**src/rtl/queue_push_arbiter_if.sv**
```systemverilog
// rtl/queue_push_arbiter_if.sv - requester-side push bus shared by producers and the arbiter
interface queue_push_arbiter_if #(
  parameter int NUM_REQ = 4,
  parameter int WIDTH   = 32
);
  logic [NUM_REQ-1:0]            req_valid;
  logic [NUM_REQ-1:0][WIDTH-1:0] req_data;
  logic [NUM_REQ-1:0]            req_ready;

  modport master (output req_valid, output req_data, input req_ready);
  modport slave  (input req_valid, input req_data, output req_ready);
endinterface

```
**src/rtl/queue_push_arbiter.sv**
```systemverilog
// rtl/queue_push_arbiter.sv - round-robin push arbiter in front of one queue, with occupancy tracking
module queue_push_arbiter #(
  parameter int NUM_REQ   = 4,
  parameter int WIDTH     = 32,
  parameter int NUM_BITS  = 3,
  parameter int AF_MARGIN = 2
) (
  input  logic                  clk0,
  input  logic                  rst0,
  queue_push_arbiter_if.slave   req,
  input  logic                  q_full,
  input  logic                  q_pop,
  input  logic                  q_empty,
  output logic                  q_push,
  output logic [WIDTH-1:0]      q_push_data,
  output logic [NUM_BITS:0]     occupancy,
  output logic                  almost_full,
  output logic                  err
);

  localparam int DEPTH = 2 ** NUM_BITS;
  localparam int PTR_W = $clog2(NUM_REQ);
  localparam int SUM_W = PTR_W + 1;
  localparam int CNT_W = NUM_BITS + 1;
  localparam logic [NUM_BITS:0] DEPTH_CNT = CNT_W'(DEPTH);
  localparam logic [NUM_BITS:0] AF_LEVEL  = CNT_W'(DEPTH - AF_MARGIN);

  logic [PTR_W-1:0] rr_ptr;
  logic [PTR_W-1:0] grant_idx;
  logic             grant_any;
  logic [SUM_W-1:0] scan;
  logic             pop_acc;

  // Scan from rr_ptr with wrap; the first valid requester wins.
  always_comb begin
    grant_any = 1'b0;
    grant_idx = '0;
    scan      = '0;
    for (int k = 0; k < NUM_REQ; k++) begin
      scan = {1'b0, rr_ptr} + SUM_W'(k);
      if (scan >= SUM_W'(NUM_REQ)) begin
        scan = scan - SUM_W'(NUM_REQ);
      end
      if (!grant_any && req.req_valid[scan[PTR_W-1:0]]) begin
        grant_any = 1'b1;
        grant_idx = scan[PTR_W-1:0];
      end
    end
    // A same-cycle pop cannot open a slot: the queue judges full before the edge.
    if (q_full || rst0) begin
      grant_any = 1'b0;
    end
  end

  assign req.req_ready = grant_any ? (NUM_REQ'(1) << grant_idx) : '0;
  assign q_push        = grant_any;
  assign q_push_data   = grant_any ? req.req_data[grant_idx] : '0;
  assign pop_acc       = q_pop && !q_empty;
  assign almost_full   = (occupancy >= AF_LEVEL);

  always_ff @(posedge clk0) begin
    if (rst0) begin
      rr_ptr    <= '0;
      occupancy <= '0;
      err       <= 1'b0;
    end else begin
      if (grant_any) begin
        rr_ptr <= (grant_idx == PTR_W'(NUM_REQ - 1)) ? '0 : grant_idx + PTR_W'(1);
      end

      if (q_push && !pop_acc) begin
        if (occupancy != DEPTH_CNT) begin
          occupancy <= occupancy + CNT_W'(1);
        end
      end else if (pop_acc && !q_push) begin
        if (occupancy != '0) begin
          occupancy <= occupancy - CNT_W'(1);
        end
      end

      // Tracked count must agree with the queue's own full flag.
      if ((pop_acc && (occupancy == '0)) ||
          ((occupancy == DEPTH_CNT) && !q_full) ||
          ((occupancy != DEPTH_CNT) && q_full)) begin
        err <= 1'b1;
      end
    end
  end

endmodule

```
**src/flat_wrapper.sv**
```systemverilog
// flat-port wrapper written by rule: the top's interface ports become plain ports
module queue_push_arbiter_flat 
#(
  parameter int NUM_REQ   = 4,
  parameter int WIDTH     = 32,
  parameter int NUM_BITS  = 3,
  parameter int AF_MARGIN = 2
)
  (clk0, rst0, q_full, q_pop, q_empty, q_push, q_push_data, occupancy, almost_full, err, req_req_valid, req_req_data, req_req_ready);
  queue_push_arbiter_if #(.NUM_REQ(NUM_REQ), .WIDTH(WIDTH)) req_i ();
  input  logic clk0;
  input  logic rst0;
  input  logic q_full;
  input  logic q_pop;
  input  logic q_empty;
  output logic q_push;
  output logic [WIDTH-1:0] q_push_data;
  output logic [NUM_BITS:0] occupancy;
  output logic almost_full;
  output logic err;
  input wire logic [$bits(req_i.req_valid)-1:0] req_req_valid;
  input wire logic [$bits(req_i.req_data)-1:0] req_req_data;
  output wire logic [$bits(req_i.req_ready)-1:0] req_req_ready;
  assign req_i.req_valid = req_req_valid;
  assign req_i.req_data = req_req_data;
  assign req_req_ready = req_i.req_ready;
  queue_push_arbiter #(.NUM_REQ(NUM_REQ), .WIDTH(WIDTH), .NUM_BITS(NUM_BITS), .AF_MARGIN(AF_MARGIN)) u_core (.clk0(clk0), .rst0(rst0), .req(req_i), .q_full(q_full), .q_pop(q_pop), .q_empty(q_empty), .q_push(q_push), .q_push_data(q_push_data), .occupancy(occupancy), .almost_full(almost_full), .err(err));
endmodule
```
**config.mk**
```make
export PLATFORM = sky130hd
export DESIGN_NAME = queue_push_arbiter_flat
export DESIGN_NICKNAME = d
export VERILOG_FILES = /design/src/rtl/queue_push_arbiter_if.sv /design/src/rtl/queue_push_arbiter.sv /design/src/flat_wrapper.sv
export SDC_FILE = /design/constraint.sdc
export NUM_CORES = 1
export LEC_CHECK = 0
export BUFFER_PORTS_ARGS = -buffer_cell sky130_fd_sc_hd__clkbuf_2
export CORE_AREA = 2 2 75 77
export CTS_CLUSTER_DIAMETER = 60
export DETAILED_ROUTE_END_ITERATION = 16
export DIE_AREA = 0 0 77 79
export HOLD_SLACK_MARGIN = 0.1
export PLACE_DENSITY_LB_ADDON = 0.25
export SLEW_MARGIN = 10
export SYNTH_ARGS = -nofsm -noshare
export SYNTH_HDL_FRONTEND = slang
export SYNTH_SLANG_ARGS = --single-unit
```
**constraint.sdc**
```tcl
create_clock -name clk0 -period 3.4 [get_ports clk0]
set_input_delay 0.17 -clock clk0 [delete_from_list [all_inputs] [get_ports clk0]]
set_output_delay 0.17 -clock clk0 [all_outputs]
set_load 0.05 [all_outputs]
```
==> metrics.yaml <==
logic_synthesis:
  fraction_of_the_yosys_area_taken_by_sequential_cells_pct: 9.17
  synth_seq_cells: 7
  synthesis.nets: 331
  synth_area_leaders: "mux2i_1, o22ai_1, dfxtp_1, ha_1, nor2_1"
  synth_async_sr_flop_share_pct: 0
  synth_top_area_share_pct: 43.2
  netlist_instances: 188
  synthesis.yosys.warnings: 0
  synthDistinctLibCells: 33
  dominantRegCellSynth: "dfxtp_1"
  syn_area_sq_mm: 0.00153
  synth_area_per_cell_sq_um: 8.13
  synth_top_cell_by_area: "mux2i_1"
  synth_enable_flop_cells: 0
detailed_routing:
  met2_wirelength_um: 3220
  detail_route.wirelength_um: 6060
  wirelength_met1_um: 2400
  routed_via_density: 4.80
  drt_pass1_iterations: 4
  routed_wire_length_per_instance_um: 14.2
  detail_route_antenna_nets: 0
  topRoutingLayerUsed: "met4"
  wl_met3_um: 372
  route.detailed.drc: 0
  first_iter_violations: 33
  via_count: 2056
place:
  gpl.final_weighted_congestion: 0.847
  place_ws_ns: 0.878
  estimated_wirelength_of_the_detail_placed_design_um: 5090
  placed_area_sq_mm: 0.00247
  port_buffers: 179
sta:
  final_min_period_over_clock_period_pct: 81.9
  report.final.slew_viol_count: 0
  finalHoldViolations: 0
  max_slew.worst_pin.slew_ns: 0.746
  slew-limit-headroom_pct: 49.8
  post-route-worst-setup-slack_ns: 0.614
  worst_clk_skew_ns: 0.00587
  setup_viol_count_final: 0
  layout_min_cycle_time_ns: 2.79
  grt_setup_unrepaired: "false"
  setup_tns_ns: 0
  fmax_mhz: 359
critical_path:
  critical_path_peak_fanout: 17
  critical_path.reg2reg.startpoint: "u_core.rr_ptr[1]"
  setup.worst_path.start_class: "register"
  cp.required_ns: 3.23
  critPathKind: "reg -> out"
  timing.critical_path.to_type: "output port"
  setup.worst_path.start: "u_core.rr_ptr[0]"
  timing.critical_path.arrival_ns: 2.62
clock_network:
  tritoncts_num_sinks: 7
  cts_hold_buf: 0
  cts.clk_slew.worst_paths_ns: 0.04
  ctsRootBufferMaster: "clkbuf_8"
  tritoncts: "yes"
  total_clock_buffers_created_by_cts: 3
  post_cts_resized: 0
  buffer_levels_on_the_longest_clock_path: 2
  ctsHtreeMaxLevel: 1
  setup_fix_bufs_post_cts: 0
  worstSkewPairLatency_ns: 0.23
power:
  intPower_w: 0.000408
  combPwrFrac_pct: 71.4
  clockPowerShare_pct: 14.4
  power.leakage_nw: 1.39
  power_switching_share_pct: 51.7
  ir_drop_uv: 191
  power.sequential.fraction_pct: 14.3
  powerDensity_mw_per_mm2: 336
  netSwitchingPower_w: 0.000437
grt:
  first_global_vias: 1865
  grt.total_usage_pct: 17.8
  grt_first_pass_wirelength_um: 8890
  grt_ovf: 0
  pin_count_of_the_biggest_net_entering_global_routing: 35
  grt_antenna_before_repair: 0
final_layout:
  antenna_cells: 0
  post-route-util_pct: 47.1
  post_route_cells_drive_above_1_share_pct: 53.4
  flow.area_growth_from_synthesis_pct: 64.5
  stdcell_area_sq_mm: 0.00251
  num-nets-final: 500
job:
  maxCapViolations: 0
die:
  fp.dieH_um: 79
  dieWidth_um: 77
  placementRows: 27
  die_area_sq_mm: 0.00608
  floorplan.core_area_sq_mm: 0.00534
  start_util_pct: 28.6
  io-pin-count: 180
status:
  outcome: "completed"
worst_hold_path:
  holdCritStartpoint: "rst0"
  timing.hold.worst.class: "in -> reg"
==> cells in the final DEF (no fill, tap or decap), types with 2 or more instances in the layout <==
master,instances
a21o_1,2
xor2_1,3
a21oi_1,3
nor4_1,3
buf_4,2
inv_1,4
and3_1,4
a211oi_2,2
o21ai_0,2
o22ai_1,33
nand2_1,4
clkbuf_2,179
nand2b_1,5
clkbuf_8,3
ha_1,6
nor3_1,2
dfxtp_1,7
nor2_1,12
mux2i_1,66
==> synth_stat cells, types with 2 or more instances <==
cell type and n:
a211oi_2 2, a21o_1 2, a21oi_1 3, and3_1 4, buf_1 5, buf_2 4, buf_4 4, clkbuf_1 4
dfxtp_1 7, ha_1 6, inv_1 4, mux2i_1 66, nand2_1 4, nand2b_1 5, nor2_1 12, nor3_1 2
nor4_1 3, o21ai_0 2, o22ai_1 33, xor2_1 3
==> per-stage QoR <==
stage	hold slack, ns	total power (W)	std cells
floorplan	0.461	0.000563	188
global placement	0.470	0.000723	424
detailed placement	0.478	0.000726	424
CTS	0.280	0.000851	428
global route	0.315	0.000895	428
finish	0.282	0.000845	428
==> power by group through the flow <==
stage	Combinational, W	Sequential, W	Clock (W)
finish	0.000603	0.000121	0.000121
global route	0.000645	0.000125	0.000125
CTS	0.000606	0.000121	0.000124
detailed placement	0.000604	0.000122	0
global placement	0.000601	0.000122	0
floorplan	0.000409	0.000154	0
==> layout make-up <==
class                   count  area, sq um
fillers                   561         2820
multi-input cells         159         1290
repair buffers            182          931
flip-flops and latches      7          140
well taps                  72         90.1
clock buffers               4         45.0
inverters                   4         15.0
==> critical path, stage by stage (launching register included) <==
cell and delay [ns]:
dfxtp_1 0.36, nand2b_1 0.14, a21oi_1 0.07, a211oi_1 0.45, inv_1 0.17, nand2_1 0.49, buf_4 0.33, o22ai_1 0.11
clkbuf_2 0.26
==> cells by family after synthesis <==
logic type | Yosys count | synth area share, %
flops | 7 | 9.17
mux | 67 | 43.9
compound gates | 48 | 21.2
xor+xnor | 3 | 1.72
simple gates | 35 | 12.3
fa+ha+maj | 6 | 4.91
buf+inv | 22 | 6.79
==> layer usage <==
metal	global-route usage, %	up-vias
met3	2.27	6
met2	32.9	83
met1	22.0	902
met4	4.11	0
met5	0	-
li1	-	1065
==> flip-flops by register name, indices dropped and copies added, names as in the netlist <==
| name | count |
|---|---|
| u_core.err | 1 |
| u_core.rr_ptr | 2 |
| u_core.occupancy | 4 |
==> final timing paths <==
kind	slack, ns	cells past startpoint	end
setup reg to reg	1.54	6	u_core.rr_ptr[1]
setup / recovery	0.61	8	q_push_data[30]
hold reg to reg	0.49	2	u_core.err
hold / removal	0.28	2	u_core.rr_ptr[1]
No activity file was read; power rests on OpenSTA's default activity.
